==> config.mk <==
export PLATFORM = sky130hd
export DESIGN_NAME = zbus_chip_sequencer
export DESIGN_NICKNAME = d
export VERILOG_FILES = /design/src/rtl/zbus_chip_sequencer.sv
export SDC_FILE = /design/constraint.sdc
export NUM_CORES = 1
export LEC_CHECK = 0
export BUFFER_PORTS_ARGS = -buffer_cell sky130_fd_sc_hd__buf_2
export CAP_MARGIN = 20
export CORE_ASPECT_RATIO = 1.5
export CORE_MARGIN = 2
export CORE_UTILIZATION = 45
export CTS_BUF_LIST = sky130_fd_sc_hd__clkbuf_16
export CTS_CLUSTER_SIZE = 20
export DETAILED_ROUTE_END_ITERATION = 8
export GPL_ROUTABILITY_DRIVEN = 0
export PLACE_DENSITY = 0.76
export SETUP_SLACK_MARGIN = 0.05
export SKIP_LAST_GASP = 1
export SLEW_MARGIN = 10
export SYNTH_ARGS = -nofsm -noshare
export SYNTH_HDL_FRONTEND = slang
export SYNTH_SLANG_ARGS = --single-unit
export TNS_END_PERCENT = 20
==> constraint.sdc <==
create_clock -name fclk -period 1.75 [get_ports fclk]
set_input_delay 0.175 -clock fclk [delete_from_list [all_inputs] [get_ports fclk]]
set_output_delay 0.175 -clock fclk [all_outputs]
set_load 0.05 [all_outputs]
==> src/rtl/zbus_chip_sequencer.sv <==
// Arbitrates two requesters onto the shared buffered chip bus and sequences
// setup/strobe/hold/recovery timing for each W5300 or SL811 access.
module zbus_chip_sequencer #(
  parameter int unsigned W_SETUP   = 1,
  parameter int unsigned W_STROBE  = 4,
  parameter int unsigned SL_SETUP  = 1,
  parameter int unsigned SL_STROBE = 6,
  parameter int unsigned HOLD      = 1,
  parameter int unsigned RECOVERY  = 2
) (
  input  logic       fclk,
  input  logic       rst,
  input  logic       r0_req,
  input  logic       r0_chip,
  input  logic       r0_we,
  input  logic [9:0] r0_addr,
  input  logic [7:0] r0_wdata,
  input  logic       r1_req,
  input  logic       r1_chip,
  input  logic       r1_we,
  input  logic [9:0] r1_addr,
  input  logic [7:0] r1_wdata,
  output logic       r0_done,
  output logic       r1_done,
  output logic [7:0] rdata,
  input  logic [7:0] bd_in,
  output logic [7:0] bd_out,
  output logic       bd_oe,
  output logic [9:0] w5300_addr,
  output logic       w5300_cs_n,
  output logic       sl811_cs_n,
  output logic       sl811_a0,
  output logic       brd_n,
  output logic       bwr_n,
  output logic       busy
);
  localparam int unsigned CW = 4;

  localparam logic [2:0] ST_IDLE   = 3'd0;
  localparam logic [2:0] ST_SETUP  = 3'd1;
  localparam logic [2:0] ST_STROBE = 3'd2;
  localparam logic [2:0] ST_HOLD   = 3'd3;
  localparam logic [2:0] ST_RECOV  = 3'd4;

  logic [2:0]    state, state_nx;
  logic [CW-1:0] cnt, cnt_nx;
  logic          owner, owner_nx;
  logic          chip, chip_nx;
  logic          we, we_nx;
  logic          last_grant, last_grant_nx;
  logic [9:0]    addr, addr_nx;
  logic [7:0]    wdata, wdata_nx;
  logic [7:0]    rdata_nx, bd_out_nx;
  logic          done0_prev, done1_prev;
  logic          elig0, elig1, act_nx, strb_nx;
  logic          w5300_cs_n_nx, sl811_cs_n_nx, brd_n_nx, bwr_n_nx;
  logic          bd_oe_nx, r0_done_nx, r1_done_nx, busy_nx;

  // Next state, latched transaction and next registered outputs
  always_comb begin
    state_nx      = state;
    cnt_nx        = cnt;
    owner_nx      = owner;
    chip_nx       = chip;
    we_nx         = we;
    last_grant_nx = last_grant;
    addr_nx       = addr;
    wdata_nx      = wdata;
    rdata_nx      = rdata;
    // A done in the previous cycle masks the requester while it drops req
    elig0         = r0_req & ~done0_prev;
    elig1         = r1_req & ~done1_prev;

    case (state)
      ST_IDLE: begin
        if (elig0 | elig1) begin
          owner_nx      = (elig0 & elig1) ? ~last_grant : elig1;
          last_grant_nx = owner_nx;
          chip_nx       = owner_nx ? r1_chip  : r0_chip;
          we_nx         = owner_nx ? r1_we    : r0_we;
          addr_nx       = owner_nx ? r1_addr  : r0_addr;
          wdata_nx      = owner_nx ? r1_wdata : r0_wdata;
          state_nx      = ST_SETUP;
          cnt_nx        = chip_nx ? CW'(SL_SETUP) : CW'(W_SETUP);
        end
      end
      ST_SETUP: begin
        if (cnt == CW'(1)) begin
          state_nx = ST_STROBE;
          cnt_nx   = chip ? CW'(SL_STROBE) : CW'(W_STROBE);
        end else begin
          cnt_nx = cnt - CW'(1);
        end
      end
      ST_STROBE: begin
        if (cnt == CW'(1)) begin
          if (!we) rdata_nx = bd_in;
          state_nx = ST_HOLD;
          cnt_nx   = CW'(HOLD);
        end else begin
          cnt_nx = cnt - CW'(1);
        end
      end
      ST_HOLD: begin
        if (cnt == CW'(1)) begin
          state_nx = ST_RECOV;
          cnt_nx   = CW'(RECOVERY);
        end else begin
          cnt_nx = cnt - CW'(1);
        end
      end
      ST_RECOV: begin
        if (cnt == CW'(1)) begin
          state_nx = ST_IDLE;
          cnt_nx   = '0;
        end else begin
          cnt_nx = cnt - CW'(1);
        end
      end
      default: begin
        state_nx = ST_IDLE;
        cnt_nx   = '0;
      end
    endcase

    act_nx        = (state_nx == ST_SETUP) || (state_nx == ST_STROBE) || (state_nx == ST_HOLD);
    strb_nx       = (state_nx == ST_STROBE);
    w5300_cs_n_nx = ~(act_nx & ~chip_nx);
    sl811_cs_n_nx = ~(act_nx & chip_nx);
    brd_n_nx      = ~(strb_nx & ~we_nx);
    bwr_n_nx      = ~(strb_nx & we_nx);
    bd_oe_nx      = act_nx & we_nx;
    bd_out_nx     = (act_nx & we_nx) ? wdata_nx : 8'h00;
    r0_done_nx    = (state_nx == ST_RECOV) && (cnt_nx == CW'(1)) && !owner_nx;
    r1_done_nx    = (state_nx == ST_RECOV) && (cnt_nx == CW'(1)) && owner_nx;
    busy_nx       = (state_nx != ST_IDLE);
  end

  always_ff @(posedge fclk or posedge rst) begin
    if (rst) begin
      state      <= ST_IDLE;
      cnt        <= '0;
      owner      <= 1'b0;
      chip       <= 1'b0;
      we         <= 1'b0;
      last_grant <= 1'b1;
      addr       <= '0;
      wdata      <= '0;
      done0_prev <= 1'b0;
      done1_prev <= 1'b0;
      rdata      <= '0;
      bd_out     <= '0;
      bd_oe      <= 1'b0;
      w5300_addr <= '0;
      w5300_cs_n <= 1'b1;
      sl811_cs_n <= 1'b1;
      sl811_a0   <= 1'b0;
      brd_n      <= 1'b1;
      bwr_n      <= 1'b1;
      r0_done    <= 1'b0;
      r1_done    <= 1'b0;
      busy       <= 1'b0;
    end else begin
      state      <= state_nx;
      cnt        <= cnt_nx;
      owner      <= owner_nx;
      chip       <= chip_nx;
      we         <= we_nx;
      last_grant <= last_grant_nx;
      addr       <= addr_nx;
      wdata      <= wdata_nx;
      done0_prev <= r0_done;
      done1_prev <= r1_done;
      rdata      <= rdata_nx;
      bd_out     <= bd_out_nx;
      bd_oe      <= bd_oe_nx;
      w5300_addr <= addr_nx;
      w5300_cs_n <= w5300_cs_n_nx;
      sl811_cs_n <= sl811_cs_n_nx;
      sl811_a0   <= addr_nx[0];
      brd_n      <= brd_n_nx;
      bwr_n      <= bwr_n_nx;
      r0_done    <= r0_done_nx;
      r1_done    <= r1_done_nx;
      busy       <= busy_nx;
    end
  end
endmodule

==> impl_metrics.tcl <==
set metrics [dict create \
    grt_pass1_vias 2314 \
    p_sw_share_pct 45.7 \
    cts-buffers-inserted 5 \
    hold_ws_ns 0.109 \
    detail_route.wirelength_microns 6120 \
    clock_tree.htree_level_count 2 \
    pwr-share-seq_pct 31.8 \
    via_per_inst 5.31 \
    grt_first_pass_wirelength_microns 10100 \
    postRouteAntennaNets 0 \
    syn_to_final_growth_pct 35.2 \
    clockBufferDepth 2 \
    initial_core_util_pct 46.1 \
    clock_root_buffer "clkbuf_16" \
    die_area_sq_um 6480 \
    final-hold-violation-count 0 \
    synth_edf_count 0 \
    req_time_crit_path_ns 1.99 \
    power_frac_comb_pct 52.8 \
    synth_fp_nets 304 \
    criticalPathCategory "flop to flop" \
    setup.worst_path.end_class "flop" \
    tritoncts_num_sinks 55 \
    worstPathMaxFanout 3 \
    antenna_found_initial 0 \
    dieWidth_microns 66.4 \
    setup_viol 1 \
    core_sq_um 5700 \
    met1_usage_pct 23.7 \
    internal_power_w 0.00362 \
    worst_slew_margin_rel_pct 68.0 \
    post_synth_and_or_nand_nor_area_fraction_pct 17.3 \
    crit_arrival_ns 1.99 \
    max_freq_mhz 571 \
    proportion_of_power_drawn_by_the_clock_network_pct 15.4 \
    post_synthesis_compound_gate_area_fraction_pct 16.4 \
    dp_hpwl_microns 4380 \
    grt_start_max_net_pins 35 \
    power.density_cell_area_nw_per_um2 1880 \
    clock_latency_ns 0.29 \
    clock_pin_slew_worst_setup_and_hold_paths_ns 0.07 \
    num_io_pins 87 \
    number_of_antenna_cells_inserted 0 \
    synth_sequential_area_ratio_pct 52.6 \
    synth_async_sr_flop_share_pct 100 \
    routed_wl_per_cell_microns 14.3 \
    power.ir.vdd_worst_mv 1.16 \
    switching_power_w 0.00305 \
    finalWorstSetupSlack_ns -0.000713 \
    postPlaceCellArea_sq_um 3290 \
    proportion_of_layout_cells_with_a_drive_suffix_above_1_pct 44.2 \
    synth_top_flop_cell "dfrtp_1" \
    syn-instance-count 250 \
    drv_slew 0 \
    pre_cts_slack_ns -0.0756 \
    maxCapViolations 0 \
    worst_path_dominant_cell_family "flip-flops" \
    cts_tree "done" \
    timing.critical_path.from_type "flop" \
    grt-busiest-layer "met2" \
    fill_cells 487 \
    track_usage_pct 19.9 \
    setup_repair_after_global_routing_missed_its_margin "true" \
    worst_path_buf_inv 2 \
    synthAdderAreaFrac_pct 0.952 \
    timing.hold.worst.class "input port to flop" \
    yosys.cell_types.count 49 \
    power.leakage_nw 1.76 \
    rows 34 \
    place.port_buffers 86 \
    crit_path_top_delay_cell "dfrtp_1" \
    synth.mux.area_fraction_pct 8.43 \
    global_route.usage.met3_pct 3.13 \
    worst_hold_startpoint "bd_in[5]" \
    drt-initial-drc-count 58 \
    worst_setup_skew_after_layout_ns 0.00351 \
    final_nets 408 \
    timing_worst_slew_pin_value_ns 0.473 \
    violated_checks "negative setup slack" \
    gr_layer_usage_met2_pct 35.2 \
    cp_cell_sequence "inv_1 > ha_1 > or3_4 > a221oi_4 > buf_4" \
    post_synthesis_register_bit_count 55 \
    crit_path_start "cnt[0]$_DFF_PP0_" \
    synth_area_in_xor_xnor_pct 0 \
    crit_path_largest_cell_delay_ns 0.43 \
    synth_area_sq_um 2630 \
    firstDrtPassIters 4 \
    remaining_drc_errors 0 \
    die_height_microns 97.6 \
    global_route.overflow_total 0 \
    detailroute.via_count 2269 \
    syn_avg_cell_area_sq_um 10.5 \
    synth_top_family_by_area "simple AND/OR/NAND/NOR gates" \
    final_cell_area_sq_um 3550 \
    worstReg2RegStart "cnt[0]$_DFF_PP0_" \
    timing.final.crit_share_pct 100 \
    outcome "finished, violations left" \
    layout_min_cycle_time_ns 1.75 \
    synth_warn 0 \
]
-- power by group through the flow --
stage | clock, W | sequential [W] | combinational, W
2_1_floorplan | 0 | 0.00318 | 0.00135
3_3_place_gp | 0 | 0.00212 | 0.00319
3_5_place_dp | 0 | 0.00212 | 0.00327
4_1_cts | 0.00105 | 0.00212 | 0.00345
5_1_grt | 0.00110 | 0.00219 | 0.00378
6_report | 0.00103 | 0.00212 | 0.00352
-- routing by layer --
metal | vias to the layer above | wire length (microns)
met4 | 0 | 91
met5 | - | 0
met3 | 8 | 307
met1 | 1071 | 2410
li1 | 1107 | -
met2 | 83 | 3310
-- cell usage after synthesis, types with 5 or more instances --
master,number,area [sq um]
dfrtp_1,50,1250
nand2_1,31,116
o21ai_0,23,115
mux2i_1,12,120
nand3_1,10,50.1
a211oi_1,9,67.6
and3_1,9,56.3
mux2_2,9,101
nor2_1,9,33.8
a21boi_0,8,60.1
clkbuf_1,7,26.3
nand2b_1,6,37.5
dfstp_2,5,131
-- kinds of logic after synthesis --
logic type      after synthesis
compound gates               64
flops                        55
fa+ha+maj                     2
simple gates                 87
mux                          21
buf+inv                      21
-- timing repair --
action                                 4_1_cts  5_1_grt
cloned                                       0        1
setup endpoints to repair                   12       40
setup buffers                                3        0
endpoints found under the hold margin       21        0
pin swaps                                    3        5
hold buffers                                 1        0
gates resized for setup                      7       11
-- cell type report --
class	count	area [sq um]	area share, %
inverters	4	15.0	0.423
multi-input cells	175	1230	34.5
flip-flops and latches	55	1380	38.9
repair buffers	113	686	19.3
well taps	72	90.1	2.54
clock inverters	3	27.5	0.775
clock buffers	5	125	3.52
-- flip-flops by register name (all words and copies together), names as in the netlist, 3 cells and up --
| register | count |
|---|---|
| state | 3 |
| wdata | 8 |
| addr | 10 |
| rdata | 8 |
| cnt | 4 |
| bd_out | 8 |
-- per-stage QoR --
stage	setup TNS [ns]	cells	total power, W	utilization [%]
global route	-0.289	427	0.00708	62.3
floorplan	0	250	0.00454	-
detailed placement	-0.137	414	0.00539	57.6
finish	-0.000713	427	0.00667	62.3
global placement	0	414	0.00530	57.6
CTS	-0.00728	426	0.00661	61.6
-- cell usage in the layout, fill, tap and decap left out, types with 8 or more instances in the layout --
cell type / count
buf_2: 86
dfrtp_1: 50
nand2_1: 31
buf_4: 22
o21ai_0: 20
mux2i_1: 12
nand3_1: 10
nor2_1: 9
and3_1: 9
mux2_2: 8
a21boi_0: 8
-- final timing paths --
check	to	slack (ns)	cells after the start
min reg2reg	done1_prev$_DFF_PP0_	0.38	0
max	cnt[1]$_DFF_PP0_	-0.0007	5
min	rdata[5]$_DFFE_PP0P_	0.11	2
max reg2reg	cnt[1]$_DFF_PP0_	-0.0007	5
min in group asynchronous	rdata[4]$_DFFE_PP0P_	0.44	3
max in group asynchronous	sl811_cs_n$_DFF_PP1_	0.70	4
Power figures use the tool's default switching activity.
